===== config.mk =====
export PLATFORM = sky130hd
export DESIGN_NAME = packet_input_arbiter
export DESIGN_NICKNAME = d
export VERILOG_FILES = /design/src/rtl/packet_input_arbiter_pkg.sv /design/src/rtl/packet_input_arbiter_rr_pick5.sv /design/src/rtl/packet_input_arbiter.sv
export SDC_FILE = /design/constraint.sdc
export NUM_CORES = 1
export LEC_CHECK = 0
export ABC_AREA = 1
export BUFFER_PORTS_ARGS = -buffer_cell sky130_fd_sc_hd__buf_2
export CORE_AREA = 2 2 479 481
export CTS_BUF_LIST = sky130_fd_sc_hd__clkbuf_4 sky130_fd_sc_hd__clkbuf_8
export DETAILED_ROUTE_END_ITERATION = 10
export DIE_AREA = 0 0 481 483
export PLACE_DENSITY = 0.3
export SETUP_SLACK_MARGIN = 0.15
export SLEW_MARGIN = 15
export SYNTH_ARGS = -nofsm -noshare
export SYNTH_HDL_FRONTEND = slang
export SYNTH_SLANG_ARGS = --single-unit

===== constraint.sdc =====
create_clock -name axi_aclk -period 3.3 [get_ports axi_aclk]
set_input_delay 0.33 -clock axi_aclk [delete_from_list [all_inputs] [get_ports axi_aclk]]
set_output_delay 0.33 -clock axi_aclk [all_outputs]
set_load 0.02 [all_outputs]

===== src/rtl/packet_input_arbiter_pkg.sv =====
// Shared definitions for the five-port packet input arbiter: FSM encoding,
// port count and the tuser sideband field layout.
package packet_input_arbiter_pkg;

  typedef enum logic {
    IDLE = 1'b0,
    PKT  = 1'b1
  } state_t;

  localparam int NUM_PORTS = 5;

  localparam int TUSER_LEN_LO = 0;
  localparam int TUSER_LEN_HI = 15;
  localparam int TUSER_SRC_LO = 16;
  localparam int TUSER_SRC_HI = 23;
  localparam int TUSER_DST_LO = 24;
  localparam int TUSER_DST_HI = 31;

  // Next port index, wrapping modulo NUM_PORTS.
  function automatic logic [2:0] port_inc(input logic [2:0] p);
    return (p == 3'(NUM_PORTS - 1)) ? 3'd0 : p + 3'd1;
  endfunction

endpackage


===== src/rtl/packet_input_arbiter_rr_pick5.sv =====
// Combinational round-robin picker: first asserted request at or above
// rr_ptr, scanning upward and wrapping over the five ports.
module packet_input_arbiter_rr_pick5
  import packet_input_arbiter_pkg::*;
(
  input  logic [NUM_PORTS-1:0] req,
  input  logic [2:0]           rr_ptr,
  output logic [2:0]           grant_idx,
  output logic                 any_req
);

  logic [2:0] idx;

  always_comb begin
    grant_idx = rr_ptr;
    any_req   = 1'b0;
    idx       = rr_ptr;
    for (int i = 0; i < NUM_PORTS; i++) begin
      if (!any_req && req[idx]) begin
        grant_idx = idx;
        any_req   = 1'b1;
      end
      idx = port_inc(idx);
    end
  end

endmodule


===== src/rtl/packet_input_arbiter.sv =====
// Packet-granular round-robin merge of five AXI4-Stream inputs into one
// stream, with a single registered output stage.
module packet_input_arbiter
  import packet_input_arbiter_pkg::*;
#(
  parameter int C_AXIS_DATA_WIDTH  = 64,
  parameter int C_AXIS_TUSER_WIDTH = 128,
  parameter int NUM_PORTS          = 5
) (
  input  logic                            axi_aclk,
  input  logic                            axi_resetn,

  input  logic [C_AXIS_DATA_WIDTH-1:0]    s_axis_0_tdata,
  input  logic [C_AXIS_DATA_WIDTH/8-1:0]  s_axis_0_tstrb,
  input  logic [C_AXIS_TUSER_WIDTH-1:0]   s_axis_0_tuser,
  input  logic                            s_axis_0_tvalid,
  output logic                            s_axis_0_tready,
  input  logic                            s_axis_0_tlast,

  input  logic [C_AXIS_DATA_WIDTH-1:0]    s_axis_1_tdata,
  input  logic [C_AXIS_DATA_WIDTH/8-1:0]  s_axis_1_tstrb,
  input  logic [C_AXIS_TUSER_WIDTH-1:0]   s_axis_1_tuser,
  input  logic                            s_axis_1_tvalid,
  output logic                            s_axis_1_tready,
  input  logic                            s_axis_1_tlast,

  input  logic [C_AXIS_DATA_WIDTH-1:0]    s_axis_2_tdata,
  input  logic [C_AXIS_DATA_WIDTH/8-1:0]  s_axis_2_tstrb,
  input  logic [C_AXIS_TUSER_WIDTH-1:0]   s_axis_2_tuser,
  input  logic                            s_axis_2_tvalid,
  output logic                            s_axis_2_tready,
  input  logic                            s_axis_2_tlast,

  input  logic [C_AXIS_DATA_WIDTH-1:0]    s_axis_3_tdata,
  input  logic [C_AXIS_DATA_WIDTH/8-1:0]  s_axis_3_tstrb,
  input  logic [C_AXIS_TUSER_WIDTH-1:0]   s_axis_3_tuser,
  input  logic                            s_axis_3_tvalid,
  output logic                            s_axis_3_tready,
  input  logic                            s_axis_3_tlast,

  input  logic [C_AXIS_DATA_WIDTH-1:0]    s_axis_4_tdata,
  input  logic [C_AXIS_DATA_WIDTH/8-1:0]  s_axis_4_tstrb,
  input  logic [C_AXIS_TUSER_WIDTH-1:0]   s_axis_4_tuser,
  input  logic                            s_axis_4_tvalid,
  output logic                            s_axis_4_tready,
  input  logic                            s_axis_4_tlast,

  output logic [C_AXIS_DATA_WIDTH-1:0]    m_axis_tdata,
  output logic [C_AXIS_DATA_WIDTH/8-1:0]  m_axis_tstrb,
  output logic [C_AXIS_TUSER_WIDTH-1:0]   m_axis_tuser,
  output logic                            m_axis_tvalid,
  input  logic                            m_axis_tready,
  output logic                            m_axis_tlast
);

  logic [NUM_PORTS-1:0]            in_valid;
  logic [NUM_PORTS-1:0]            in_last;
  logic [NUM_PORTS-1:0]            in_ready;
  logic [C_AXIS_DATA_WIDTH-1:0]    in_data [NUM_PORTS];
  logic [C_AXIS_DATA_WIDTH/8-1:0]  in_strb [NUM_PORTS];
  logic [C_AXIS_TUSER_WIDTH-1:0]   in_user [NUM_PORTS];

  assign in_valid = {s_axis_4_tvalid, s_axis_3_tvalid, s_axis_2_tvalid,
                     s_axis_1_tvalid, s_axis_0_tvalid};
  assign in_last  = {s_axis_4_tlast, s_axis_3_tlast, s_axis_2_tlast,
                     s_axis_1_tlast, s_axis_0_tlast};

  assign in_data[0] = s_axis_0_tdata;
  assign in_data[1] = s_axis_1_tdata;
  assign in_data[2] = s_axis_2_tdata;
  assign in_data[3] = s_axis_3_tdata;
  assign in_data[4] = s_axis_4_tdata;
  assign in_strb[0] = s_axis_0_tstrb;
  assign in_strb[1] = s_axis_1_tstrb;
  assign in_strb[2] = s_axis_2_tstrb;
  assign in_strb[3] = s_axis_3_tstrb;
  assign in_strb[4] = s_axis_4_tstrb;
  assign in_user[0] = s_axis_0_tuser;
  assign in_user[1] = s_axis_1_tuser;
  assign in_user[2] = s_axis_2_tuser;
  assign in_user[3] = s_axis_3_tuser;
  assign in_user[4] = s_axis_4_tuser;

  assign s_axis_0_tready = in_ready[0];
  assign s_axis_1_tready = in_ready[1];
  assign s_axis_2_tready = in_ready[2];
  assign s_axis_3_tready = in_ready[3];
  assign s_axis_4_tready = in_ready[4];

  state_t     state, state_nxt;
  logic [2:0] rr_ptr, rr_ptr_nxt;
  logic [2:0] grant, grant_nxt;
  logic [2:0] pick_idx;
  logic       any_req;
  logic       out_free;
  logic       accept;

  packet_input_arbiter_rr_pick5 u_pick (
    .req       (in_valid),
    .rr_ptr    (rr_ptr),
    .grant_idx (pick_idx),
    .any_req   (any_req)
  );

  // Ready never looks at any tvalid, only at registered state and m_axis_tready.
  assign out_free = !m_axis_tvalid || m_axis_tready;

  always_comb begin
    state_nxt  = state;
    rr_ptr_nxt = rr_ptr;
    grant_nxt  = grant;
    in_ready   = '0;
    accept     = 1'b0;
    case (state)
      IDLE: begin
        if (any_req) begin
          grant_nxt = pick_idx;
          state_nxt = PKT;
        end
      end
      PKT: begin
        in_ready[grant] = out_free;
        accept          = in_valid[grant] && out_free;
        if (accept && in_last[grant]) begin
          rr_ptr_nxt = port_inc(grant);
          state_nxt  = IDLE;
        end
      end
      default: state_nxt = IDLE;
    endcase
  end

  always_ff @(posedge axi_aclk or negedge axi_resetn) begin
    if (!axi_resetn) begin
      state  <= IDLE;
      rr_ptr <= 3'd0;
      grant  <= 3'd0;
    end else begin
      state  <= state_nxt;
      rr_ptr <= rr_ptr_nxt;
      grant  <= grant_nxt;
    end
  end

  // Output stage: one-entry register between the input mux and the lookup stage
  always_ff @(posedge axi_aclk or negedge axi_resetn) begin
    if (!axi_resetn) begin
      m_axis_tvalid <= 1'b0;
      m_axis_tdata  <= '0;
      m_axis_tstrb  <= '0;
      m_axis_tuser  <= '0;
      m_axis_tlast  <= 1'b0;
    end else if (accept) begin
      m_axis_tvalid <= 1'b1;
      m_axis_tdata  <= in_data[grant];
      m_axis_tstrb  <= in_strb[grant];
      m_axis_tuser  <= in_user[grant];
      m_axis_tlast  <= in_last[grant];
    end else if (m_axis_tready) begin
      m_axis_tvalid <= 1'b0;
    end
  end

endmodule

==> results.md <==
- Outcome: finished clean
- Clk_lat worst skew: 0.74 ns
- Worst setup path category: flop to flop
- Die height: 483 um
- Root Driver: clkbuf_8
- CP cell instances: inv_8, nor2_2, inv_8, buf_16, buf_12, nor2_1, o21ai_0, dlygate4sd3_1, a41oi_1, dlygate4sd3_1
- Pre-antenna DRT Iters: 5
- Largest cells by area after synthesis: dfrtp_1 32%, nor2_1 24%, o21ai_0 13%, a41oi_1 11%, nand4_1 7.9%
- R2R Setup Slk: 0.30 ns
- Tcrit/Tclk final: 90.9%
- Site Rows: 175
- Clk sinks: 209
- DP HPWL: 135000 um
- Startpoint Class: flop
- H-tree depth: 2
- Largest net degree at the start of global routing: 101
- First-pass GRT wire length: 219000 um
- Max Fclk: 0.333 GHz
- P&R area growth vs syn: 112%
- Post-Syn Nets: 3478
- ANT nets after route: 0
- Crit-path max FO: 68
- Actual slew at the worst max-slew pin: 0.954 ns
- Min-delay worst type: input pin to flop
- CP Data Required Time: 3.98 ns
- Synth top cells by count: 1016 x nor2_1, 410 x o21ai_0, 209 x dfrtp_1
- Via count of the first global-routing pass: 26800
- Final slew viol count: 0
- Post-synth top area cell: dfrtp_1
- Post-DR wirelength/cell: 22.4 um
- Die W: 481 um
- Top Ports: 1220
- Layout Cells excl Fill: 7332
- Fill cell count: 26600
- Final Critical Period: 3.00 ns
- Final nets: 5263
- CP peak stage delay: 0.58 ns
- Clock slew at reported path FFs: 0.06 ns
- CTS tree: built
- Register bit total from synthesis: 209
- VDD IR max: 0.459 mV
- Post-Syn Instances: 2456
- Seq/Total Area, Yosys: 32.5%
- Mapped Avg Cell Area: 6.55 um^2
- Placer Congestion: 0.859
- Initial antenna violation count: 96
- Clk buf depth: 3
- Number of remaining DRC errors: 0
- Gr usage total: 13.5%
- DP Cell Count: 6515
- Critical Path AT: 3.68 ns
- TNS Setup: 0 ns
- Setup WS post-layout: 0.301 ns
- Die ar.: 0.232 mm^2
- Worst-case headroom to the max-slew limit: 35.7%
- Synthesized cell area: 0.0161 mm^2
- PwrDens: 900 mW/mm^2
- CTS Buf Count: 52
- Pre-CTS WS: 0.216 ns
- Delay-heaviest family, CP: buffers and inverters
- Routed Wire Length: 164000 um
- Clock skew: 0.0266 ns
- Endpoints failing setup: 0
- Final hold violations: 0
- Final core utilization: 15.0%
- Async set-reset flop share out of synthesis: 100%
- Share of cells above drive strength 1: 33.7%
- RSZ-0062 raised after global routing: no
- Via count: 26300
- Yosys cell types: 33
- CP max-delay cell: dlygate4sd3_1
- Starting Density: 7.10%
- Worst Setup End Kind: flop
- Top-count cell post-synth: nor2_1
- Port bufs: 1219
- CP bufs+invs: 6
- Yosys warns: 0
- Maxcap violations: 0
- Post-synth EDFFs: 0
- Vias per cell: 3.58
- Starting DRT DRC Count: 1572
- Leakage power: 14.1 nW
- Gr ovfl total: 0
- CORE AREA: 0.227 mm^2
- Synth top area share: 32.5%
- Top FF cell, synth: dfrtp_1
==> kinds of logic (layout without fill, tap and decap cells) <==
family | count (synthesis) | after routing | synth area share, %
AO/OA/AOI/OAI | 627 | 627 | 24.3
XOR/XNOR | 1 | 1 | 0.0544
adder cells (fa/ha/maj) | 9 | 9 | 0.700
buffers and inverters | 276 | 2103 | 6.84
flip-flops | 209 | 209 | 32.5
other | 0 | 40 | 0
AND/OR/NAND/NOR | 1334 | 1334 | 35.6
==> flip-flops by register name, summed over array words and instances, names as in the netlist <==
name	cells
grant	3
m_axis_tdata	64
m_axis_tlast	1
m_axis_tstrb	8
m_axis_tuser	128
m_axis_tvalid	1
rr_ptr	3
state	1
==> per-layer routing <==
layer | global-route usage [%] | vias to the layer above | routed length [um]
li1 | - | 12300 | -
met1 | 16.4 | 12500 | 68600
met2 | 22.2 | 1179 | 76400
met3 | 4.05 | 248 | 13600
met4 | 4.68 | 40 | 5600
met5 | 0 | - | 248
==> final cells by class <==
cell class / instances / area, um^2 / share of cell area (%)
well taps: 3009 / 3760 / 11.0
inverters: 31 / 159 / 0.466
clock buffers: 89 / 1120 / 3.30
multi-input cells: 1971 / 9800 / 28.7
repair buffers: 1976 / 13800 / 40.5
diodes: 40 / 100 / 0.294
clock inverters: 7 / 90.1 / 0.264
flip-flops and latches: 209 / 5240 / 15.4
==> tightest hold or removal path, delay by kind of cell <==
kind	cells	cell delay [ns]
AND/OR/NAND/NOR	1	0.17
AO/OA/AOI/OAI	1	0.14
buffers and inverters	1	0.10
==> per-stage QoR <==
stage                     cell area, um^2  hold slack, ns  total power, W
after detailed placement            25900           0.407          0.0238
after global placement              25900           0.406          0.0238
final                               34100          0.0658          0.0307
after CTS                           33900        0.000826          0.0309
after floorplan                     16100          0.0344          0.0157
after global routing                34000          0.0347          0.0332
==> cells in the final DEF (no fill, tap or decap), types with 20 or more instances in the layout <==
cell type	netlist	final
nand2_1	62	61
buf_2	46	1218
clkbuf_8	0	73
inv_1	22	20
diode_2	0	40
dfrtp_1	209	206
buf_4	2	51
nand3_1	24	24
buf_12	0	21
o21ai_0	410	410
dlygate4sd3_1	0	678
nand4_1	202	202
a41oi_1	200	200
nor2_1	1016	1014
==> where the power goes <==
group	leakage (nW)	internal, W	total [W]	switching (W)
sequential	2.35	0.00398	0.00485	0.000869
clock	0.639	0.00228	0.00398	0.00170
combinational	11.1	0.00822	0.0219	0.0137
total	14.1	0.0145	0.0307	0.0162
==> worst paths after layout <==
| check | end | from | cells past startpoint |
|---|---|---|---|
| setup / recovery | m_axis_tuser[92] | grant[1] | 10 |
| hold / removal | m_axis_tdata[20] | s_axis_4_tdata[20] | 3 |
| setup reg to reg | m_axis_tuser[92] | grant[1] | 10 |
| hold reg to reg | state | state | 2 |
| max in group asynchronous | grant[0] | axi_resetn | 3 |
| min in group asynchronous | m_axis_tuser[0] | axi_resetn | 2 |
==> repair_timing <==
item | in CTS | in global routing
cloned | 0 | 1
setup buffers | 0 | 2
hold endpoints to repair | 257 | 0
pin swaps | 0 | 1
resized for setup | 3 | 15
hold buffers | 678 | 0
setup endpoints to repair | 2 | 70
(Power assumes the default switching activity.)
